==> src/rtl/jtframe_i2s_pkg.sv <==
// Shared constants and slot formatting helpers for the I2S/LJ/TDM serializer.
// Optional attenuation (JTFRAME_I2S_VOL_EN) uses vol_slot.
package jtframe_i2s_pkg;

  localparam int unsigned MODE_I2S = 0;
  localparam int unsigned MODE_LJ  = 1;

  // Sample in the low dw bits; result is MSB-aligned within the low slotw bits.
  function automatic logic [31:0] pad_slot(input logic [31:0] sample, input int unsigned dw,
                                           input int unsigned slotw, input bit signed_in);
    logic [31:0] s;
    s = sample & ((dw >= 32) ? 32'hFFFF_FFFF : ((32'd1 << dw) - 32'd1));
    if (!signed_in) s = s ^ (32'd1 << (dw - 1));
    return s << (slotw - dw);
  endfunction

  // Right shift of an already padded slot; pad bits below dw stay zero.
  function automatic logic [31:0] vol_slot(input logic [31:0] slot, input logic [3:0] vol,
                                           input int unsigned dw, input int unsigned slotw,
                                           input bit arith);
    logic        [31:0] t;
    logic signed [31:0] ts;
    logic        [31:0] pad_mask;
    t        = slot << (32 - slotw);
    ts       = $signed(t);
    t        = arith ? $unsigned(ts >>> vol) : (t >> vol);
    t        = t >> (32 - slotw);
    pad_mask = (32'd1 << (slotw - dw)) - 32'd1;
    return t & ~pad_mask;
  endfunction

endpackage

==> src/rtl/jtframe_i2s_div.sv <==
// Bit clock divider: toggles bclk every BDIV clk cycles and flags the clk cycle
// on which bclk will rise or fall.
module jtframe_i2s_div #(
  parameter int unsigned BDIV = 8
) (
  input  logic clk,
  input  logic rst,
  output logic bclk,
  output logic rise,
  output logic fall
);

  localparam int unsigned CW = $clog2(BDIV);

  logic [CW-1:0] div_q;
  logic          bclk_q;
  logic          wrap;

  assign wrap = (div_q == CW'(BDIV - 1));
  assign rise = wrap & ~bclk_q;
  assign fall = wrap & bclk_q;
  assign bclk = bclk_q;

  always_ff @(posedge clk or posedge rst) begin
    if (rst) begin
      div_q  <= '0;
      bclk_q <= 1'b0;
    end else begin
      div_q <= wrap ? '0 : div_q + 1'b1;
      if (wrap) bclk_q <= ~bclk_q;
    end
  end

endmodule

==> src/rtl/jtframe_i2s_tx.sv <==
// Parametrised PCM serializer (I2S, left-justified, TDM) with one pending buffer.
// Define JTFRAME_I2S_VOL_EN to add the vol attenuation port.
module jtframe_i2s_tx
  import jtframe_i2s_pkg::*;
#(
  parameter int unsigned DW     = 16,
  parameter int unsigned SLOTW  = 32,
  parameter int unsigned CH     = 2,
  parameter int unsigned BDIV   = 8,
  parameter int unsigned MODE   = 0,
  parameter int unsigned SIGNED = 1
) (
  input  logic             clk,
  input  logic             rst,
  input  logic [CH*DW-1:0] snd_in,
  input  logic             snd_valid,
  output logic             snd_ready,
  output logic             bclk,
  output logic             lrclk,
  output logic             sdata,
  output logic             underrun
`ifdef JTFRAME_I2S_VOL_EN
  ,
  input  logic [3:0]       vol
`endif
);

  localparam int unsigned FW      = CH * SLOTW;
  localparam int unsigned BW      = $clog2(SLOTW);
  localparam int unsigned SCW     = $clog2(CH);
  localparam bit          TDM     = (CH > 2);
  localparam bit          LR_IDLE = (MODE == MODE_I2S) && !TDM;

  logic             rise, fall, load;
  logic [BW-1:0]    bit_q, bit_d;
  logic [SCW-1:0]   slot_q, slot_d;
  logic             arm_q, first_q;
  logic [CH*DW-1:0] pend_q, pend_d, last_q, last_d, raw;
  logic             pend_full_q, pend_full_d;
  logic [FW-1:0]    shift_q, shift_d, frame;
  logic             sdata_q, sdata_d, lrclk_q, lrclk_d, underrun_q, und_d;

  jtframe_i2s_div #(
    .BDIV (BDIV)
  ) u_div (
    .clk  (clk),
    .rst  (rst),
    .bclk (bclk),
    .rise (rise),
    .fall (fall)
  );

  // arm_q is set on the rise preceding the fall that starts slot 0, bit 0
  assign load      = fall & arm_q;
  assign snd_ready = ~pend_full_q;
  assign sdata     = sdata_q;
  assign lrclk     = lrclk_q;
  assign underrun  = underrun_q;

  always_comb begin
    bit_d  = bit_q;
    slot_d = slot_q;
    if (fall) begin
      if (bit_q == BW'(SLOTW - 1)) begin
        bit_d  = '0;
        slot_d = (slot_q == SCW'(CH - 1)) ? '0 : slot_q + 1'b1;
      end else begin
        bit_d = bit_q + 1'b1;
      end
    end
  end

  always_comb begin
    raw         = last_q;
    last_d      = last_q;
    pend_d      = pend_q;
    pend_full_d = pend_full_q;
    und_d       = 1'b0;
    if (load && !first_q) begin
      if (pend_full_q) begin
        raw         = pend_q;
        pend_full_d = 1'b0;
      end else if (snd_valid) begin
        raw = snd_in;
      end else begin
        und_d = 1'b1;
      end
      last_d = raw;
    end else if (snd_valid && !pend_full_q) begin
      pend_d      = snd_in;
      pend_full_d = 1'b1;
    end
  end

  always_comb begin
    logic [31:0] slot;
    frame = '0;
    for (int c = 0; c < CH; c++) begin
      slot = pad_slot(32'(raw[c*DW +: DW]), DW, SLOTW, SIGNED != 0);
`ifdef JTFRAME_I2S_VOL_EN
      slot = vol_slot(slot, vol, DW, SLOTW, SIGNED != 0);
`endif
      frame[FW-1-c*SLOTW -: SLOTW] = slot[SLOTW-1:0];
    end
  end

  // First load after reset keeps the all-zero frame
  always_comb begin
    if (load) shift_d = first_q ? '0 : frame;
    else if (fall) shift_d = {shift_q[FW-2:0], 1'b0};
    else shift_d = shift_q;
    sdata_d = (MODE == MODE_LJ) ? shift_d[FW-1] : shift_q[FW-1];
    if (TDM) begin
      lrclk_d = (MODE == MODE_LJ) ? (bit_d == '0 && slot_d == '0)
                                  : (bit_d == BW'(SLOTW - 1) && slot_d == SCW'(CH - 1));
    end else begin
      lrclk_d = (MODE == MODE_LJ) ? (slot_d == '0) : (slot_d != '0);
    end
  end

  always_ff @(posedge clk or posedge rst) begin
    if (rst) begin
      bit_q       <= BW'(SLOTW - 1);
      slot_q      <= SCW'(CH - 1);
      arm_q       <= 1'b0;
      first_q     <= 1'b1;
      pend_q      <= '0;
      pend_full_q <= 1'b0;
      last_q      <= '0;
      shift_q     <= '0;
      sdata_q     <= 1'b0;
      lrclk_q     <= LR_IDLE;
      underrun_q  <= 1'b0;
    end else begin
      bit_q       <= bit_d;
      slot_q      <= slot_d;
      pend_q      <= pend_d;
      pend_full_q <= pend_full_d;
      last_q      <= last_d;
      shift_q     <= shift_d;
      underrun_q  <= und_d;
      if (rise) arm_q <= (bit_q == BW'(SLOTW - 1)) && (slot_q == SCW'(CH - 1));
      if (load) first_q <= 1'b0;
      if (fall) begin
        sdata_q <= sdata_d;
        lrclk_q <= lrclk_d;
      end
    end
  end

endmodule

==> config.mk <==
export PLATFORM = sky130hd
export DESIGN_NAME = jtframe_i2s_tx
export DESIGN_NICKNAME = d
export VERILOG_FILES = /design/src/rtl/jtframe_i2s_pkg.sv /design/src/rtl/jtframe_i2s_div.sv /design/src/rtl/jtframe_i2s_tx.sv
export SDC_FILE = /design/constraint.sdc
export NUM_CORES = 1
export LEC_CHECK = 0
export ABC_AREA = 1
export BUFFER_PORTS_ARGS = -buffer_cell sky130_fd_sc_hd__buf_2
export CORE_MARGIN = 5
export CORE_UTILIZATION = 36
export DETAILED_ROUTE_END_ITERATION = 12
export PLACE_DENSITY = 0.57
export SLEW_MARGIN = 25
export SYNTH_ARGS = -nofsm -noshare
export SYNTH_HDL_FRONTEND = slang
export SYNTH_SLANG_ARGS = --single-unit
==> constraint.sdc <==
create_clock -name clk -period 5.61 [get_ports clk]
set_input_delay 0.2805 -clock clk [delete_from_list [all_inputs] [get_ports clk]]
set_output_delay 0.2805 -clock clk [all_outputs]
set_load 0.03 [all_outputs]
* Word-level counts from Yosys, hierarchy flattened
Index checks and enable logic that the tools add are counted.
** Storage, ports and cells
- Register bits after elaboration :: 144
- Input port bits :: 35
- Output and inout bits :: 5
- Word-level logic and storage cells :: 48
** Cells by class
- $add $sub $neg :: 3
- Equality and inequality tests :: 2
- Mux-type cells :: 16
- Bitwise logic cells :: 6
- Reduce and logical (&&, ||, !) cells :: 8
** Operator list (number)
- 2-to-1 mux 64 bit :: 3
- 2-to-1 mux 32 bit :: 3
- 2-to-1 mux 1 bit :: 8
- adder 5 x 1 -> 5 bit (second input constant) :: 1
- == test 5 bit (second input constant) :: 1
- 2-to-1 mux 5 bit :: 1
- nonzero test 2 bit :: 2
- adder 3 x 1 -> 3 bit (second input constant) :: 1
- bitwise AND 1 bit :: 3
- == test 3 bit (second input constant) :: 1
- logical AND 1 bit :: 3
- 2-to-1 mux 3 bit :: 1
- inverter 1 bit :: 3
- logical NOT 1 bit :: 2
- AND reduction 2 bit :: 1
- adder 1 bit (second input constant) :: 1

* Longest topological paths before layout
Gate-level depths: netlist of run 1.
- Depth in word-level cells :: 7
- Depth in mapped cells :: 9
- Depth with buffers taken out :: 8

* By module
A second synthesis of run 1 with hierarchy kept.
** Unflattened totals
- Cell total of the unflattened synthesis :: 709
- Area total of the unflattened synthesis :: 5915.7 sq um
** Modules (own cells, without submodules)
- jtframe_i2s_tx :: times used 1, cells an instance 693, area each 5753.0 sq um, sequential area each 3113.0 sq um
- jtframe_i2s_div :: times used 1, cells an instance 16, area each 162.7 sq um, sequential area each 100.1 sq um

* Least setup slack after synthesis of run 1
Ideal clock, no wire load.
- Kind :: reg2reg
- Start point :: register u_div.div_q[0]
- End point :: register last_q[18]
- Setup time :: 0.065 ns
- Arrival :: 1.563 ns
- Data required time :: 5.545 ns
- Path slack :: 3.982 ns
- Cell stages (with the launch flop) :: 10
- Buffers on the path :: 2
- Period minus slack after synthesis :: 1.628 ns
- Cells stage by stage :: dfrtp_1 > ha_1 > ha_1 > nand2_2 > inv_2 > nand3b_1 > buf_2 > buf_2 > nand2_1 > nand2_1
** Between the ends
- Cells in the longest elaborated chain, start to end :: 5
** Ends and longest elaborated chain
- start, declared :: line jtframe_i2s_div.sv:15 : logic [CW-1:0] div_q;
- start signal, assigned :: line jtframe_i2s_div.sv:29 : div_q <= wrap ? '0 : div_q + 1'b1;
- == test 3 bit :: line jtframe_i2s_div.sv:19 : assign wrap = (div_q == CW'(BDIV - 1));
- bitwise AND 1 bit :: line jtframe_i2s_div.sv:21 : assign fall = wrap & bclk_q;
- bitwise AND 1 bit :: line jtframe_i2s_tx.sv:54 : assign load = fall & arm_q;
- logical AND 1 bit :: line jtframe_i2s_tx.sv:79 : if (load && !first_q) begin
- 2-to-1 mux 32 bit
- end signal, assigned :: line jtframe_i2s_tx.sv:139 : last_q <= last_d;
- end, declared :: line jtframe_i2s_tx.sv:38 : logic [CH*DW-1:0] pend_q, pend_d, last_q, last_d, raw;
No other way between the ends.
A chain may end at the register's enable or synchronous reset.

* Worst setup path in the final report of run 1
- Start point :: register u_div.div_q[0]
- End point :: register pend_q[29]
** Between the ends
- Cells in the longest elaborated chain, start to end :: 6
** Ends and longest elaborated chain
- == test 3 bit :: line jtframe_i2s_div.sv:19
- bitwise AND 1 bit :: line jtframe_i2s_div.sv:21
- bitwise AND 1 bit :: line jtframe_i2s_tx.sv:54
- logical AND 1 bit :: line jtframe_i2s_tx.sv:79
- inverter 1 bit (no source line)
- AND reduction 2 bit (no source line)
- end signal, assigned :: line jtframe_i2s_tx.sv:137 : pend_q <= pend_d;
- end, declared :: line jtframe_i2s_tx.sv:38
No other way between the ends.

==> flow_summary.yaml, run 1 <==
status:
  status: "finished with violations"
  violations: "negative hold slack"
synth:
  synth_top_area_cell: "dfrtp_1"
  synth-seq-cells: 128
  synth_area_per_cell_um2: 8.23
  yosys_most_used_dff: "dfrtp_1"
  syn_nets: 736
  synth.distinct_cells: 25
  synthArstFlopShare: 1.00
  ys_seq_area_frac: 0.561
  yosys-top-cells-area: "dfrtp_1 52%, nand2_1 18%, nand3_1 8.4%"
  ys_warn_count: 0
  syn_inst: 696
  synth_edf_count: 0
  synth_top_area_frac: 0.524
  synth_area_mm2: 0.00573
placed_design:
  dp_hpwl_um: 7780
  port_buffers: 39
  gp_congestion: 0.765
  pre_cts_ws_ns: 2.38
detailed_routing:
  route.detailed.drc: 0
  avgRoutedWirePerCell_um: 14.2
  top_layer: "met4"
  drt_first_pass_iters: 7
  avgViaCountPerCell: 5.01
  drtIter0Drc: 387
  antenna_left: 0
  dr_wl_met2_um: 6180
  met1_length_um: 6270
  met3_length_um: 731
  num_vias: 4727
  routed_wl_um: 13400
cts:
  cts_tree: "built"
  clk_pin_slew_worst_paths_ns: 0.06
  cts_setup_buffers: 0
  holdBufCountCts: 0
  cts.sinks: 128
  clock_latency_ns: 0.41
  h-tree-depth: 4
  ctsResizeCount: 0
  cts_buffers: 17
  root_buffer: "clkbuf_16"
  clock_path_buffers: 2
cells_and_area:
  drive_above_1_share: 0.133
  antennaDiodeCount: 0
  syn2layout_area_growth_pct: 15.8
  nets: 755
floorplanning:
  die_y_um: 136
  rows: 46
  die_w_um: 136
  num_io_pins: 40
  die_area_mm2: 0.0185
  core_area_mm2: 0.0158
  initial_utilization: 0.363
sta:
  rsz0062_at_grt: "no"
  finalCritPeriodShare: 0.576
  setup_viol: 0
  slew_viol_final: 0
  fin_skew_ns: 0.00689
  setup_slack_ns: 2.38
  holdWs_ns: -0.00447
  final_hold_viol_count: 3
  fin_crit_ns: 3.23
  slew_headroom: 0.500
  worstMarginPinSlew_ns: 0.751
  max_freq_ghz: 0.309
  finalSetupTns_ns: 0
global_route:
  grt_max_degree: 74
  grt_pass1_vias: 4532
  grt_pass1_wl_um: 22700
  antenna_found_initial: 0
  grt-ovfl-total: 0
  track_usage: 0.156
power_and_ir_drop:
  ir_worst_vdd_mv: 0.205
  power.leakage_nw: 3.12
  powerDensity_mw_per_mm2: 327
worst_setup_path:
  critPathArrivalTime_ns: 3.58
  critPathRequiredTime_ns: 5.96
  worst_setup_path_start_kind: "register"
  crit_fanout: 73
  path_class: "register to register"
  endpoint_kind: "register"
hold_path:
  hold_class: "primary input to asynchronous set/reset pin"
job:
  drv_cap: 0
## flip-flops by register name, indices dropped and copies added, names as in the netlist
signal       count
arm_q            1
slot_q           1
last_q          32
first_q          1
pend_q          32
shift_q         48
u_div.bclk       1
underrun         1
lrclk            1
pend_full_q      1
bit_q            5
u_div.div_q      3
sdata            1
## cell type report
cell class	count	area, um2
Timing Repair Buffer	46	251
Tap cell	216	270
Clock inverter	11	135
Fill cell	1631	9140
Inverter	13	51.3
Clock buffer	21	480
Multi-Input combinational cell	509	2230
Sequential cell	128	3210
## metal layers
metal,vias up,global-route usage
met5,-,0
met4,0,0.0638
met3,25,0.0329
met2,134,0.244
met1,2277,0.211
li1,2291,-
## where the power goes
| group | leakage (nW) | internal (W) | total [W] | switching [W] |
|---|---|---|---|---|
| logic | 1.42 | 0.0000280 | 0.0000777 | 0.0000498 |
| registers | 1.40 | 0.000945 | 0.000955 | 0.0000108 |
| clock network | 0.304 | 0.000740 | 0.00113 | 0.000394 |
| total | 3.12 | 0.00171 | 0.00217 | 0.000454 |
## synth_stat cells, types with 2 or more instances
master / n
nand2_2: 2
nor2_1: 39
buf_2: 19
buf_6: 3
inv_1: 12
nor2_2: 2
a21oi_1: 65
dfrtp_1: 120
nand2_1: 276
clkbuf_1: 16
dfstp_2: 8
buf_1: 3
buf_4: 5
nand3_1: 96
ha_1: 5
o21ai_0: 16
## critical path, stage by stage, from the launching register on
cell	delay [ns]
dfrtp_1	0.38
ha_1	0.20
ha_1	0.23
nand2_2	0.08
buf_4	0.54
inv_2	0.49
nand3b_1	0.26
buf_4	0.60
nand3_1	0.16
nand2_1	0.12
## per-stage QoR
step           cell area (um2)  std cells  hold slack, ns  utilization  total power (W)
2_1_floorplan             5730        696           0.410            -          0.00102
3_3_place_gp              6010        912           0.419        0.381          0.00105
3_5_place_dp              6010        912           0.425        0.381          0.00105
4_1_cts                   6630        944          0.0211        0.420          0.00219
5_1_grt                   6630        944          0.0647        0.421          0.00224
6_report                  6630        944        -0.00447        0.421          0.00217
## worst paths after layout
path                           startpoint              to  slack [ns]  depth (start not counted)
setup / recovery           u_div.div_q[0]      pend_q[29]        2.38                          9
hold / removal                        rst     shift_q[52]      -0.004                          2
setup reg to reg           u_div.div_q[0]      pend_q[29]        2.38                          9
max in group asynchronous             rst     shift_q[19]        4.49                          3
hold reg to reg            u_div.div_q[0]  u_div.div_q[0]        0.44                          1
min in group clk                snd_in[6]       pend_q[6]        0.11                          3
## placed cells by master (no fill, tap or decap), types with 4 or more instances in the layout
master / instances
a21oi_1: 65
buf_2: 39
buf_4: 6
clkbuf_16: 17
clkbuf_8: 4
clkinv_2: 6
dfrtp_1: 120
dfstp_2: 8
ha_1: 5
inv_1: 9
nand2_1: 275
nand3_1: 96
nor2_1: 39
o21ai_0: 16
## cells by family (layout without fill, tap and decap cells)
| group | after synthesis | after routing | synth area share |
|---|---|---|---|
| buffers and inverters | 59 | 91 | 0.0500 |
| and+or+nand+nor | 420 | 420 | 0.303 |
| DFF | 128 | 128 | 0.561 |
| AOI/OAI and AO/OA | 83 | 83 | 0.0732 |
| adders and majority gates | 5 | 5 | 0.0109 |
| xor gates and xnor gates | 1 | 1 | 0.00153 |
(Power assumes the default switching activity.)
==> run 2, diff against run 1 <==
Settings changed: ABC_AREA 1 to 0.
Clock period 5.61 ns to 3.05 ns, I/O delays scaled along.
==> flow_summary.yaml, run 2 <==
status:
  status: "finished clean"
cts:
  cts_buffers: 17
  cts_tree: "built"
  clock_latency_ns: 0.41
  clock_path_buffers: 2
  cts.sinks: 128
  cts_setup_buffers: 0
  h-tree-depth: 4
  ctsResizeCount: 0
  root_buffer: "clkbuf_16"
  clk_pin_slew_worst_paths_ns: 0.05
global_route:
  grt.met1_usage: 0.173
  grt_pass1_wl_um: 20800
  grtUsageMet2: 0.204
  grt-ovfl-total: 0
  track_usage: 0.130
  grt_pass1_vias: 4269
  grt_max_degree: 98
  use_met3: 0.0395
  busiest_layer: "met2"
  antenna_found_initial: 0
synth:
  ys_seq_area_frac: 0.528
  synth_area_per_cell_um2: 11.7
  syn_nets: 558
  synth_top_family_by_area: "multiplexers"
  synth_edf_count: 0
  synthArstFlopShare: 1.00
  synth-xor-area-share: 0.00144
  synth_fa_ha_area_frac: 0.0103
  synthMuxAreaShare: 0.191
  ys_warn_count: 0
  synth_simple_gate_area_frac: 0.141
  synth_area_mm2: 0.00608
  synth-seq-cells: 128
  yosys_most_used_dff: "dfrtp_1"
  synthMostInstantiatedCell: "dfrtp_1"
  synth_top_area_cell: "dfrtp_1"
  syn_inst: 518
  synth_compound_area_frac: 0.0837
  synth_top_area_frac: 0.494
  yosys-top-cells-area: "dfrtp_1 49%, mux2_4 7.4%, mux2_2 6.3%"
  synth.distinct_cells: 32
  yosys-top-cells-count: "120 x dfrtp_1, 83 x nand2_1, 66 x o21ai_0"
sta:
  final_hold_viol_count: 0
  fin_crit_ns: 2.38
  slew_viol_final: 0
  setup_viol: 0
  finalCritPeriodShare: 0.779
  slew_headroom: 0.425
  max_freq_ghz: 0.421
  worstMarginPinSlew_ns: 0.862
  finalSetupTns_ns: 0
  rsz0062_at_grt: "no"
  fin_skew_ns: 0.0129
detailed_routing:
  routed_wl_um: 12200
  drtIter0Drc: 220
  num_vias: 4000
  avgViaCountPerCell: 4.94
  antenna_left: 0
  route.detailed.drc: 0
  avgRoutedWirePerCell_um: 15.1
  drt_first_pass_iters: 4
cells_and_area:
  largest_register_ffs: 48
  multi_input_area_mm2: 0.00260
  fillers: 1550
  nets: 618
  mostFrequentLayoutCell: "dfrtp_1"
  fin_cells: 809
  final_core_util: 0.437
  antennaDiodeCount: 0
  syn2layout_area_growth_pct: 19.1
  largestRegisters: "shift_q (48), last_q (32), pend_q (32)"
  final_cell_mix: "120 x dfrtp_1, 83 x nand2_1, 66 x o21ai_0, 39 x buf_2, 34 x mux2_2"
  seq_area_mm2: 0.00321
  top_register: "shift_q"
  drive_above_1_share: 0.261
floorplanning:
  rows: 47
  die_area_mm2: 0.0196
  die_y_um: 140
  initial_utilization: 0.367
  core_area_mm2: 0.0166
  num_io_pins: 40
  die_w_um: 140
worst_setup_path:
  slowest_stage: "nand3_4"
  path_class: "register to register"
  critPathRequiredTime_ns: 3.33
  r2r_start: "u_div.div_q[0]"
  crit_fanout: 32
  crit_top_cell: "ha_1"
  r2r_slack_ns: 0.67
  r2r_cells: 5
  rr_endpoint: "pend_q[28]"
  worst_setup_path_start_kind: "register"
  endpoint_kind: "register"
  critPathArrivalTime_ns: 2.66
  crit_path_end: "pend_q[28]"
  crit_chain: "ha_1 > ha_1 > nand4b_4 > nand3_4 > mux2_4"
  cpPeakStageDelay_ns: 0.58
  startpoint: "u_div.div_q[0]"
placed_design:
  dp_hpwl_um: 7350
  placed_cells: 747
  port_buffers: 39
  gp_congestion: 0.661
hold_path:
  hold_class: "primary input to register"
  hp-start: "snd_in[15]"
job:
  drv_cap: 0
power_and_ir_drop:
  powerDensity_mw_per_mm2: 532
  power.leakage_nw: 3.34
  ir_worst_vdd_mv: 0.400
==> run 2: cell types whose count changed after synthesis, sizes merged, moves of 6 or more <==
cell,change
buf,-6
nor2,-40
nand3b,+16
inv,-11
mux2i,+33
o21ai,+50
mux2,+64
and4b,+31
nand3,-94
nand2,-195
a21oi,-34
==> run 2: kinds of logic (layout without fill, tap and decap cells) <==
kind of cell,count (synthesis),count (layout)
XOR/XNOR,1,1
adder cells (fa/ha/maj),5,5
AO/OA/AOI/OAI,100,100
multiplexers,97,97
flip-flops,128,128
AND/OR/NAND/NOR,144,144
buffers and inverters,43,114
==> run 2: layout make-up <==
class	count	share of cell area
Timing Repair Buffer	82	0.0843
Inverter	2	0.00155
Sequential cell	128	0.444
Multi-Input combinational cell	347	0.359
Clock buffer	24	0.0693
Tap cell	220	0.0380
Clock inverter	6	0.00449
==> run 2: power by group <==
group          switching [W]  internal [W]  total, W
sequential         0.0000292       0.00175   0.00178
clock               0.000696       0.00113   0.00182
combinational       0.000105      0.000146  0.000250
total               0.000830       0.00302   0.00385
==> run 2: through the flow <==
stage               cell area, um2  worst slack [ns]  total power [W]  hold slack, ns
floorplan                     6090              1.32          0.00196           0.301
global placement              6390             0.681          0.00202           0.362
detailed placement            6390             0.654          0.00203           0.344
CTS                           7240             0.647          0.00390        0.000169
global route                  7240             0.513          0.00402         0.00318
finish                        7240             0.673          0.00385          0.0264
==> run 2: timing repair <==
action | in CTS | in global routing
hold buffers | 32 | 0
setup endpoints to repair | 0 | 0
hold endpoints to repair | 59 | 0
==> run 2: worst max-delay path, delay by kind of cell (launching register included) <==
kind | cells | cell delay (ns)
and+or+nand+nor | 2 | 0.78
adders and majority gates | 2 | 0.56
muxes | 1 | 0.53
DFF | 1 | 0.37
==> run 2: per-layer routing <==
layer | routed length [um] | up-vias
met1 | 6110 | 1988
met3 | 353 | 5
met2 | 5690 | 50
met5 | 0 | -
li1 | - | 1957
met4 | 79 | 0
==> run 2: worst min-delay path by stage <==
stage | endpoint | slack (ns) | depth (start not counted)
after floorplan | pend_q[0] | 0.30 | 1
after global placement | shift_q[38] | 0.36 | 2
after detailed placement | pend_q[31] | 0.34 | 2
after CTS | pend_q[15] | 0.0002 | 2
after global routing | pend_q[15] | 0.003 | 2
final | pend_q[15] | 0.03 | 2
==> run 3, diff against run 2 <==
Clock period 3.05 ns to 2.4 ns, I/O delays scaled along.
==> flow_summary.yaml, run 3 (synthesis gave the netlist of run 2 again) <==
status:
  status: "finished clean"
global_route:
  track_usage: 0.136
  grt-ovfl-total: 0
  grt_pass1_wl_um: 21800
  antenna_found_initial: 0
  grt_max_degree: 80
  grt_pass1_vias: 4332
worst_setup_path:
  path_class: "register to register"
  r2r_cells: 6
  worst_setup_path_start_kind: "register"
  r2r_start: "u_div.div_q[0]"
  critPathRequiredTime_ns: 2.69
  crit_fanout: 28
  critPathArrivalTime_ns: 2.11
  startpoint: "u_div.div_q[0]"
  endpoint_kind: "register"
placed_design:
  dp_hpwl_um: 7660
  placed_cells: 752
  port_buffers: 39
  placed_area_mm2: 0.00645
  gp_congestion: 0.699
detailed_routing:
  drtIter0Drc: 259
  avgViaCountPerCell: 4.98
  routed_wl_um: 12800
  drt_first_pass_iters: 5
  antenna_left: 0
  num_vias: 4070
  route.detailed.drc: 0
  avgRoutedWirePerCell_um: 15.6
sta:
  fin_skew_ns: 0.00749
  finalCritPeriodShare: 0.758
  final_hold_viol_count: 0
  fin_crit_ns: 1.82
  setup_viol: 0
  slew_headroom: 0.606
  rsz0062_at_grt: "no"
  finalSetupTns_ns: 0
  max_freq_ghz: 0.550
  worstMarginPinSlew_ns: 0.591
  holdWs_ns: 0.363
  slew_viol_final: 0
cts:
  cts_setup_buffers: 0
  ctsResizeCount: 0
  cts.sinks: 128
  clk_pin_slew_worst_paths_ns: 0.05
  clock_latency_ns: 0.42
  holdBufCountCts: 33
  cts_tree: "built"
  h-tree-depth: 4
  root_buffer: "clkbuf_16"
  cts_buffers: 17
  clock_path_buffers: 2
cells_and_area:
  top_register: "shift_q"
  final_cell_mix: "120 x dfrtp_1, 83 x nand2_1, 66 x o21ai_0, 39 x buf_2, 34 x mux2_2"
  largest_register_ffs: 48
  fin_cells: 817
  largestRegisters: "shift_q (48), last_q (32), pend_q (32)"
  antennaDiodeCount: 0
  drive_above_1_share: 0.266
  final_area_mm2: 0.00734
  syn2layout_area_growth_pct: 20.6
  mostFrequentLayoutCell: "dfrtp_1"
  nets: 624
  final_core_util: 0.442
hold_path:
  hold_class: "primary input to asynchronous set/reset pin"
job:
  drv_cap: 0
floorplanning:
  initial_utilization: 0.367
  rows: 47
  die_y_um: 140
  die_area_mm2: 0.0196
  die_w_um: 140
  core_area_mm2: 0.0166
  num_io_pins: 40
power_and_ir_drop:
  ir_worst_vdd_mv: 0.480
  powerDensity_mw_per_mm2: 680
  power.leakage_nw: 3.39
==> run 3: per-stage QoR <==
stage / total power, W / worst slack (ns)
after floorplan: 0.00249 / 0.705
after global placement: 0.00257 / 0.614
after detailed placement: 0.00258 / 0.586
after CTS: 0.00505 / 0.577
after global routing: 0.00519 / 0.437
final: 0.00499 / 0.582
==> run 3: final timing paths <==
check,endpoint,slack (ns)
max,pend_q[28],0.58
min,bit_q[2],0.36
max reg2reg,pend_q[28],0.58
min reg2reg,u_div.div_q[0],0.43
max in group asynchronous,pend_q[16],1.44
min in group clk,pend_q[4],0.38
==> run 3: area by class of cell <==
cell class                 instances  area, um2
timing repair buffer              88        683
tap                              220        275
clock buffer                      25        495
multi-input combinational        347       2600
inverter                           2       11.3
clock inverter                     7       60.1
fill                            1544       9250
sequential                       128       3210
==> run 3: power by group <==
part / internal, W / switching [W]
Clock: 0.00152 / 0.000888
Combinational: 0.000188 / 0.000133
Sequential: 0.00222 / 0.0000376
==> run 3: worst max-delay path, cell delays in order, from the launching register on <==
cell      delay (ns)
dfrtp_1         0.37
ha_1            0.20
ha_1            0.23
nand4b_4        0.14
nand3_4         0.15
buf_12          0.26
mux2_4          0.32
==> run 3: metal layers <==
layer | part of all wire | track usage
met1 | 0.49 | 0.187
met2 | 0.47 | 0.210
met3 | 0.029 | 0.0368
met4 | 0.012 | 0.0439
met5 | 0 | 0
